File: config.mk
export PLATFORM = sky130hd
export DESIGN_NAME = apb_uart_master_flat
export DESIGN_NICKNAME = d
export VERILOG_FILES = /design/src/rtl/apb_uart_master_if.sv /design/src/rtl/apb_uart_master.sv /design/src/flat_wrapper.sv
export SDC_FILE = /design/constraint.sdc
export NUM_CORES = 1
export LEC_CHECK = 0
export CAP_MARGIN = 10
export CORE_UTILIZATION = 40
export CTS_BUF_LIST = sky130_fd_sc_hd__clkbuf_2 sky130_fd_sc_hd__clkbuf_4 sky130_fd_sc_hd__clkbuf_8
export DETAILED_ROUTE_END_ITERATION = 12
export GPL_ROUTABILITY_DRIVEN = 0
export PLACE_DENSITY = 0.86
export REMOVE_ABC_BUFFERS = 1
export SKIP_CTS_REPAIR_TIMING = 1
export SYNTH_ARGS = -nofsm -noshare
export SYNTH_HDL_FRONTEND = slang
export SYNTH_SLANG_ARGS = --single-unit
File: constraint.sdc
create_clock -name PCLK -period 1.7 [get_ports PCLK]
set_input_delay 0.255 -clock PCLK [delete_from_list [all_inputs] [get_ports PCLK]]
set_output_delay 0.255 -clock PCLK [all_outputs]
set_load 0.005 [all_outputs]
File: src/rtl/apb_uart_master_if.sv
// apb_uart_master_if: command/response port plus APB initiator bus of apb_uart_master.
// Signals:
//   cmd_valid/cmd_ready/cmd_write/cmd_addr/cmd_wdata - local command handshake
//   rsp_valid/rsp_rdata/rsp_err                     - one-cycle response
//   PSELx/PENABLE/PWRITE/PADDR/PWDATA               - APB request (master drives)
//   PRDATA/PREADY/PSLVERR                           - APB completion (slave drives)
// Modports: master (the APB initiator), slave (command source and APB target side).
interface apb_uart_master_if #(
   parameter int ADDR_WIDTH = 32,
   parameter int DATA_WIDTH = 32
);
   logic                  cmd_valid;
   logic                  cmd_ready;
   logic                  cmd_write;
   logic [ADDR_WIDTH-1:0] cmd_addr;
   logic [DATA_WIDTH-1:0] cmd_wdata;
   logic                  rsp_valid;
   logic [DATA_WIDTH-1:0] rsp_rdata;
   logic                  rsp_err;
   logic                  PSELx;
   logic                  PENABLE;
   logic                  PWRITE;
   logic [ADDR_WIDTH-1:0] PADDR;
   logic [DATA_WIDTH-1:0] PWDATA;
   logic [DATA_WIDTH-1:0] PRDATA;
   logic                  PREADY;
   logic                  PSLVERR;
   modport master (
      input  cmd_valid, cmd_write, cmd_addr, cmd_wdata, PRDATA, PREADY, PSLVERR,
      output cmd_ready, rsp_valid, rsp_rdata, rsp_err, PSELx, PENABLE, PWRITE, PADDR, PWDATA
   );
   modport slave (
      output cmd_valid, cmd_write, cmd_addr, cmd_wdata, PRDATA, PREADY, PSLVERR,
      input  cmd_ready, rsp_valid, rsp_rdata, rsp_err, PSELx, PENABLE, PWRITE, PADDR, PWDATA
   );
endinterface

File: src/rtl/apb_uart_master.sv
// apb_uart_master: single-outstanding APB initiator turning local commands into SETUP/ACCESS transfers.
// Ports:
//   PCLK   - clock, rising edge
//   PRESET - synchronous active-high reset
//   bus    - apb_uart_master_if.master (command in, response out, APB initiator signals)
// Optional: define APB_UART_MASTER_TIMEOUT_EN to abort an ACCESS phase after
// TIMEOUT_CYCLES cycles without PREADY (response flagged as error).
module apb_uart_master #(
   parameter int DATA_WIDTH     = 32,
   parameter int ADDR_WIDTH     = 32,
   parameter int TIMEOUT_CYCLES = 16
) (
   input logic               PCLK,
   input logic               PRESET,
   apb_uart_master_if.master bus
);
   typedef enum logic [1:0] {IDLE, SETUP, ACCESS} state_t;
   typedef struct packed {
      state_t                st;
      logic                  psel;
      logic                  penable;
      logic                  pwrite;
      logic [ADDR_WIDTH-1:0] paddr;
      logic [DATA_WIDTH-1:0] pwdata;
      logic                  rsp_valid;
      logic [DATA_WIDTH-1:0] rsp_rdata;
      logic                  rsp_err;
   } regs_t;
   regs_t r, r_n;
   logic  expire;
   if (TIMEOUT_CYCLES < 2) begin : g_bad_timeout
      $error("TIMEOUT_CYCLES must be at least 2");
   end
`ifdef APB_UART_MASTER_TIMEOUT_EN
   localparam int CW = $clog2(TIMEOUT_CYCLES + 1);
   logic [CW-1:0] cnt, cnt_n;
   // expire flags the edge on which the TIMEOUT_CYCLES-th stalled ACCESS cycle ends
   assign expire = (cnt == CW'(TIMEOUT_CYCLES - 1));
   always_comb cnt_n = (r.st == SETUP) ? '0 : (r.st == ACCESS && !bus.PREADY) ? cnt + 1'b1 : cnt;
   always_ff @(posedge PCLK) cnt <= PRESET ? '0 : cnt_n;
`else
   assign expire = 1'b0;
`endif
   always_comb begin
      r_n = r;
      r_n.rsp_valid = 1'b0;
      case (r.st)
         IDLE: if (bus.cmd_valid) begin
            r_n.st = SETUP;
            r_n.psel = 1'b1;
            r_n.penable = 1'b0;
            r_n.pwrite = bus.cmd_write;
            r_n.paddr = bus.cmd_addr;
            r_n.pwdata = bus.cmd_wdata;
         end
         SETUP: begin
            r_n.st = ACCESS;
            r_n.penable = 1'b1;
         end
         ACCESS: if (bus.PREADY || expire) begin
            // PREADY wins over a simultaneous timeout
            r_n.st = IDLE;
            r_n.psel = 1'b0;
            r_n.penable = 1'b0;
            r_n.rsp_valid = 1'b1;
            r_n.rsp_err = bus.PREADY ? bus.PSLVERR : 1'b1;
            r_n.rsp_rdata = (bus.PREADY && !r.pwrite) ? bus.PRDATA : '0;
         end
         default: r_n.st = IDLE;
      endcase
   end
   always_ff @(posedge PCLK) r <= PRESET ? '0 : r_n;
   assign bus.cmd_ready = (r.st == IDLE);
   assign bus.PSELx     = r.psel;
   assign bus.PENABLE   = r.penable;
   assign bus.PWRITE    = r.pwrite;
   assign bus.PADDR     = r.paddr;
   assign bus.PWDATA    = r.pwdata;
   assign bus.rsp_valid = r.rsp_valid;
   assign bus.rsp_rdata = r.rsp_rdata;
   assign bus.rsp_err   = r.rsp_err;
endmodule

File: src/flat_wrapper.sv
// flat-port wrapper written by rule: the top's interface ports become plain ports
module apb_uart_master_flat 
#(
   parameter int DATA_WIDTH     = 32,
   parameter int ADDR_WIDTH     = 32,
   parameter int TIMEOUT_CYCLES = 16
)
  (PCLK, PRESET, bus_cmd_valid, bus_cmd_write, bus_cmd_addr, bus_cmd_wdata, bus_PRDATA, bus_PREADY, bus_PSLVERR, bus_cmd_ready, bus_rsp_valid, bus_rsp_rdata, bus_rsp_err, bus_PSELx, bus_PENABLE, bus_PWRITE, bus_PADDR, bus_PWDATA);
  apb_uart_master_if #(.ADDR_WIDTH(ADDR_WIDTH), .DATA_WIDTH(DATA_WIDTH)) bus_i ();
  input logic PCLK;
  input logic PRESET;
  input wire logic [$bits(bus_i.cmd_valid)-1:0] bus_cmd_valid;
  input wire logic [$bits(bus_i.cmd_write)-1:0] bus_cmd_write;
  input wire logic [$bits(bus_i.cmd_addr)-1:0] bus_cmd_addr;
  input wire logic [$bits(bus_i.cmd_wdata)-1:0] bus_cmd_wdata;
  input wire logic [$bits(bus_i.PRDATA)-1:0] bus_PRDATA;
  input wire logic [$bits(bus_i.PREADY)-1:0] bus_PREADY;
  input wire logic [$bits(bus_i.PSLVERR)-1:0] bus_PSLVERR;
  output wire logic [$bits(bus_i.cmd_ready)-1:0] bus_cmd_ready;
  output wire logic [$bits(bus_i.rsp_valid)-1:0] bus_rsp_valid;
  output wire logic [$bits(bus_i.rsp_rdata)-1:0] bus_rsp_rdata;
  output wire logic [$bits(bus_i.rsp_err)-1:0] bus_rsp_err;
  output wire logic [$bits(bus_i.PSELx)-1:0] bus_PSELx;
  output wire logic [$bits(bus_i.PENABLE)-1:0] bus_PENABLE;
  output wire logic [$bits(bus_i.PWRITE)-1:0] bus_PWRITE;
  output wire logic [$bits(bus_i.PADDR)-1:0] bus_PADDR;
  output wire logic [$bits(bus_i.PWDATA)-1:0] bus_PWDATA;
  assign bus_i.cmd_valid = bus_cmd_valid;
  assign bus_i.cmd_write = bus_cmd_write;
  assign bus_i.cmd_addr = bus_cmd_addr;
  assign bus_i.cmd_wdata = bus_cmd_wdata;
  assign bus_i.PRDATA = bus_PRDATA;
  assign bus_i.PREADY = bus_PREADY;
  assign bus_i.PSLVERR = bus_PSLVERR;
  assign bus_cmd_ready = bus_i.cmd_ready;
  assign bus_rsp_valid = bus_i.rsp_valid;
  assign bus_rsp_rdata = bus_i.rsp_rdata;
  assign bus_rsp_err = bus_i.rsp_err;
  assign bus_PSELx = bus_i.PSELx;
  assign bus_PENABLE = bus_i.PENABLE;
  assign bus_PWRITE = bus_i.PWRITE;
  assign bus_PADDR = bus_i.PADDR;
  assign bus_PWDATA = bus_i.PWDATA;
  apb_uart_master #(.DATA_WIDTH(DATA_WIDTH), .ADDR_WIDTH(ADDR_WIDTH), .TIMEOUT_CYCLES(TIMEOUT_CYCLES)) u_core (.PCLK(PCLK), .PRESET(PRESET), .bus(bus_i));
endmodule
==> results of run 1 <==
cell usage after synthesis, types with 2 or more instances:
library cell | instances | area (um2)
a21oi_1 | 68 | 340
a22o_1 | 32 | 280
dfxtp_1 | 103 | 2060
nand2b_1 | 2 | 12.5
nand2_1 | 135 | 507
nor2b_1 | 2 | 12.5
nand3_1 | 2 | 10.0
buf_4 | 105 | 788
inv_1 | 3 | 11.3
buf_1 | 7 | 26.3
buf_2 | 11 | 55.1
ha_1 | 5 | 62.6
nor2_1 | 3 | 11.3
worst max-delay path, stage by stage, from the launching register on:
cell and delay, ns:
dfxtp_2 0.37, inv_2 0.06, buf_4 0.14, ha_1 0.24
nand2_2 0.10, buf_12 0.25, nand2_1 0.11, a21oi_1 0.16
how the worst max path moves through the flow:
stage / start / endpoint / slack [ns]
2_1_floorplan: u_core.r[101] / u_core.bus.PADDR[0] / -0.38
3_3_place_gp: bus_cmd_valid / u_core.bus.PADDR[6] / 0.13
3_5_place_dp: bus_cmd_valid / u_core.bus.PWDATA[23] / 0.05
4_1_cts: u_core.r[101] / bus_cmd_ready / -0.19
5_1_grt: u_core.r[101] / u_core.bus.PWDATA[12] / 0.05
6_report: u_core.r[101] / u_core.bus.PWDATA[23] / 0.13
stage by stage:
stage	TNS, ns	power, mW	util (%)
final	0	5.25	57.5
after global routing	0	5.50	57.5
after CTS	-0.189	5.29	57.2
after detailed placement	0	3.64	55.1
after global placement	0	3.61	55.1
after floorplan	-24.68	2.97	-
registers in the layout (all words and copies together) (netlist names):
| register | count |
|---|---|
| u_core.bus.rsp_err | 1 |
| u_core.bus.PADDR | 32 |
| u_core.bus.PSELx | 1 |
| u_core.bus.rsp_rdata | 32 |
| u_core.bus.PENABLE | 1 |
| u_core.bus.PWDATA | 32 |
| u_core.r | 2 |
| u_core.bus.PWRITE | 1 |
| u_core.bus.rsp_valid | 1 |
kinds of logic (layout without fill, tap and decap cells):
kind of cell / after synthesis / after routing
AO/OA/AOI/OAI: 105 / 105
adder cells (fa/ha/maj): 5 / 5
buffers and inverters: 127 / 231
flip-flops: 103 / 103
multiplexers: 1 / 1
AND/OR/NAND/NOR: 148 / 148
final cells by class:
type                    count  share of cell area, %
clock buffers              11                   2.44
clock inverters             4                   1.18
inverters                   3                  0.190
multi-input cells         259                   22.5
flip-flops and latches    103                   34.8
well taps                 136                   2.87
repair buffers            213                   36.1
power by group:
group	internal (mW)	total [mW]	switching, mW
sequential	2.55	2.63	0.0747
clock	0.874	1.66	0.783
combinational	0.577	0.965	0.387
total	4.01	5.25	1.25
metal layers:
layer	vias to the layer above	part of all wire (%)
met5	-	0
met4	0	3.9
met3	31	5.2
met2	118	51
met1	1548	40
li1	1696	-
==> results.md, run 1 <==
- Status: completed
- Reg2reg setup slack: roughly 0.13 ns
- DP Wirelength: ~7500 um
- Largest family of logic cells by synthesized area: buffers and inverters
- Crit path time final: between 1.5 and 2 ns
- Worst vdd ir: around 0.52 mV
- Row count: 37
- Synth Area in Compound Gates: about 15%
- Finished Layout Cells: about 730
- GRT Resource Usage Total: approximately 18%
- GR Util met2: between 30% and 40%
- Critical Path Source Type: register
- Number of global-route vias before repair: ~3.4k
- Initial antenna violation count: 0
- CTS Buf Count: 9
- Most frequent cells in the layout: clkdlybuf4s50_1, nand2_1, dfxtp_1
- Skew-Pair Late Insertion Delay: about 0.35 ns
- Reg-to-reg critical path endpoint: u_core.bus.PWDATA[23]
- Min-Delay Path Class: in -> reg
- Root Driver: clkbuf_8
- Initial drt markers: between 150 and 200
- Final Max Slew Viols: 0
- CTS tree: built
- Grt met1 use: 20.1%
- Hold path cells: 2
- Mux share of post-synthesis cell area: less than 1%
- Clock tree buffer depth: 2
- Worst EP required: ~2 ns
- Syn-to-layout area delta: 39.2%
- Cell area after synthesis: 4270 um2
- Chip height: 105 um
- Fillers: 874
- Max_slew headroom: 66.4%
- XOR/XNOR share of the synthesized area: 0%
- Largest net degree at the start of global routing: 66
- PnR worst setup slack: 0.127 ns
- Fraction of the mapped netlist area in adder cells: under 10%
- Yosys warning count: 0
- RSZ-0062 raised after global routing: false
- Hold WS: around 0.24 ns
- Vias: between 3k and 4k
- Placed Cells: slightly above 700
- CP arrival: between 1.5 and 2 ns
- Routed Antenna Nets: 0
- # clock sinks: just over 100
- Critical path class: reg -> reg
- Final hold vios: 0
- Fraction of layout cells with a size suffix above 1: between 6 and 7%
- Ys async rst share: 0%
- ANT cells: 0
- H-tree levels: 3
- Register area share after synthesis: about half
- Worst-margin pin slew: 0.503 ns
- Chip width: about 110 um
- R2r startpoint: u_core.r[101]
- Reg clk slew, reported paths: ~0.09 ns
- Post-route cell area: between 5000 and 6000 um2
- Simple-gate share of the synthesized area: roughly 14%
- Routing usage on met3: ~3.5%
- Reg2Reg Depth: 7
- GRT Max-Usage Layer: met2
- Clock Skew: roughly 0.012 ns
- Pre-CTS setup slack: approximately 0.053 ns
- CP max FO: 65
- Nets: between 600 and 700
- Vias per cell: ~4.7
- Post-synth EDFFs: 0
- Reg area: 2060 um2
- Io pins: 204
- Final Cycle Share: about 90%
- Core Region: slightly above 10000 um2
- Port Buf Inserts: 203
- Wirelength per Cell: about 14 um
- Synthesized instance count: 489
- Post-DP Area: between 5000 and 6000 um2
- Synth Register Bits: between 100 and 150
- Drt total wl: approximately 10000 um
- Synth cell types: 24
- DIE AREA: 11100 um2
- Drt pass-1 iters: 5
- Most common library cell in the layout ignoring fill and taps: clkdlybuf4s50_1
- Drc violations: 0
- Global-route wire length before repair: between 15000 and 20000 um
- Leakage: roughly 2.2 nW
- Worst hold start: PRESET
- GRT overflow: 0
- Setup violators final: 0
- Max Cap Violations: 0
- Endpoint class of the critical path: register
- Hold path endpoint: u_core.bus.rsp_valid
- Synth Area per Inst: 8.72 um2
- Area of the multi-input gates: roughly 1300 um2
- Initial Utilization: approximately two fifths
- Ys flop type: dfxtp_1
- Fmax: about 0.64 GHz
- Power Dens Cells: around 900 nW/um2
Power figures use the tool's default switching activity.
==> inputs of run 2 (changes only) <==
CAP_MARGIN = unset   (was 10)
REMOVE_ABC_BUFFERS = unset   (was 1)
SKIP_CTS_REPAIR_TIMING = unset   (was 1)
==> run 2 against run 1 <==
Net effect:
- fmax is 0.99% lower
- total power grew 3.9%
- utilization increased by 0.44 points
- critical path depth shrank 6
- final area increased by 0.76%
- worst hold slack better by 0.024 ns
==> results.md, run 2 (synthesis results as in run 1) <==
- Status: completed
- Syn-to-layout area delta: 40.3%
- Reg2Reg Depth: 7 (unchanged)
- Most frequent cells in the layout: clkdlybuf4s50_1, nand2_1, dfxtp_1
- Max_slew headroom: 76.1% (+9.7 points)
- Worst EP required: 1.44 ns (-0.53 ns)
- Row count: 37 (unchanged)
- GRT overflow: 0 (unchanged)
- Core Util, Final: 58.0% (+0.44 points)
- CP max FO: 3 (-95%)
- Setup tns final: 0 ns (unchanged)
- Root Driver: clkbuf_8
- Slowest cell on crit path: clkdlybuf4s50_1
- Post-synth net total: roughly 600
- Port Buf Inserts: 203 (unchanged)
- PnR worst setup slack: 0.111 ns (-0.0157 ns)
- Number of global-route vias before repair: 3470 (+2.5%)
- Worst path depth: 1 (-6)
- Slowest stage delay, CP: 0.56 ns (+0.19 ns)
- Clock Skew: 0.0114 ns (-0.000415 ns)
- Initial drt markers: 127 (-20%)
- Final Max Slew Viols: 0 (unchanged)
- # clock sinks: 103 (unchanged)
- Drt total wl: 10300 um (+1.2%)
- DIE AREA: 11100 um2 (unchanged)
- Worst vdd ir: 0.544 mV (+4.5%)
- ANT cells: 0 (unchanged)
- Reg area: 2060 um2 (unchanged)
- Chip width: 105 um (unchanged)
- Critical path class: reg -> out
- Area of the multi-input gates: 1340 um2 (unchanged)
- Hold WS: 0.268 ns (+0.0237 ns)
- Leakage: 2.24 nW (+0.72%)
- Crit path time final: 1.59 ns (+0.0157 ns)
- Routed Antenna Nets: 0 (unchanged)
- Fmax: 0.629 GHz (-0.99%)
- Final hold vios: 0 (unchanged)
- Fraction of layout cells with a size suffix above 1: 6.39% (+0.32 points)
- Min-Delay Path Class: in -> reg
- Skew-Pair Late Insertion Delay: 0.35 ns (about the same)
- Reg clk slew, reported paths: 0.10 ns (about the same)
- Core Region: 10300 um2 (unchanged)
- CP arrival: 1.33 ns (-0.52 ns)
- Vias per cell: 4.73 (+1.7%)
- Global-route wire length before repair: 16200 um (+0.99%)
- Critical path's top delay family: buffers and inverters
- Endpoint class of the critical path: output port
- RSZ-0062 raised after global routing: false
- Worst-margin pin slew: 0.358 ns (-0.145 ns)
- Chip height: 105 um (unchanged)
- Initial Utilization: 41.3% (unchanged)
- Fillers: 865 (-1.0%)
- DP Wirelength: 7480 um (-0.66%)
- CTS Buf Count: 9 (unchanged)
- Setup violators final: 0 (unchanged)
- Power Dens Cells: 912 nW/um2 (+3.1%)
- Final Cycle Share: 93.5% (+0.92 points)
- Initial antenna violation count: 0 (unchanged)
- Hold Buf Count CTS: 0
- Nets: 697 (+0.14%)
- CTS tree: built
- Io pins: 204 (unchanged)
- Max Cap Violations: 0 (unchanged)
- H-tree levels: 3 (unchanged)
- Vias: 3460 (+2.0%)
- Largest net degree at the start of global routing: 66 (unchanged)
- Bufs and invs on worst path: 1 (-2)
- GRT Resource Usage Total: 18.2% (+0.065 points)
- Hold path cells: 2 (unchanged)
- Wirelength per Cell: 14.1 um (+0.93%)
- Clock tree buffer depth: 2 (unchanged)
- Critical Path Source Type: register
- Pre-CTS setup slack: 0.0334 ns (-0.0197 ns)
- Crit path cell chain: clkdlybuf4s50_1
- Drt pass-1 iters: 4 (-1)
- Most common library cell in the layout ignoring fill and taps: clkdlybuf4s50_1
- Drc violations: 0 (unchanged)
[run 2: changes by cell type in the layout (fill, tap and decap cells not counted)]
| cell | delta |
|---|---|
| clkinv_2 | -2 |
| buf_4 | +1 |
| bufinv_16 | +1 |
| clkbuf_4 | -1 |
| clkinv_4 | +1 |
| clkinvlp_4 | +1 |
| inv_6 | +1 |
[run 2: power by group]
group | switching, mW | internal (mW) | total [mW]
sequential | 0.0755 | 2.55 | 2.63
clock | 0.829 | 1.03 | 1.86
combinational | 0.391 | 0.579 | 0.969
[run 2: what timing repair did]
action                                  in CTS  in global routing
gates resized for setup                      6                  1
endpoints found under the setup margin       1                  1
gates cloned                                 0                  0
setup buffers                                4                  0
[run 2: stage by stage]
step	instance area, um2	cells	power [mW]
2_1_floorplan	4270	489	3.20
3_3_place_gp	5680	711	3.60
3_5_place_dp	5680	711	3.64
4_1_cts	5980	731	5.51
5_1_grt	5980	731	5.70
6_report	5980	731	5.45
[run 2: layout make-up]
cell class,count,share of cell area (%)
Inverter,3,0.188
Timing Repair Buffer,214,35.9
Clock inverter,6,1.92
Sequential cell,103,34.5
Tap cell,136,2.84
Clock buffer,10,2.30
Multi-Input combinational cell,259,22.3
[run 2: path summary, 6_finish.rpt]
kind | from | to | slack (ns)
max reg2reg | u_core.r[101] | u_core.bus.PWDATA[4] | 0.12
max | u_core.bus.PWRITE | bus_PWRITE | 0.11
min reg2reg | u_core.bus.PWDATA[9] | u_core.bus.PWDATA[9] | 0.46
min | PRESET | u_core.bus.PADDR[21] | 0.27
[run 2: routing by layer]
layer  vias to the layer above  GRT usage (%)  share of wire, %
li1                       1696              -                 -
met1                      1615           20.1                39
met2                       129           33.6                53
met3                        20           2.91               5.5
met4                         0           9.36               2.6
met5                         -              0                 0
==> inputs of run 3 (changes only) <==
SKIP_LAST_GASP = 1   (was unset)
==> results of run 3 <==
No change in the layout: final DEF, timing and power equal those of run 2.
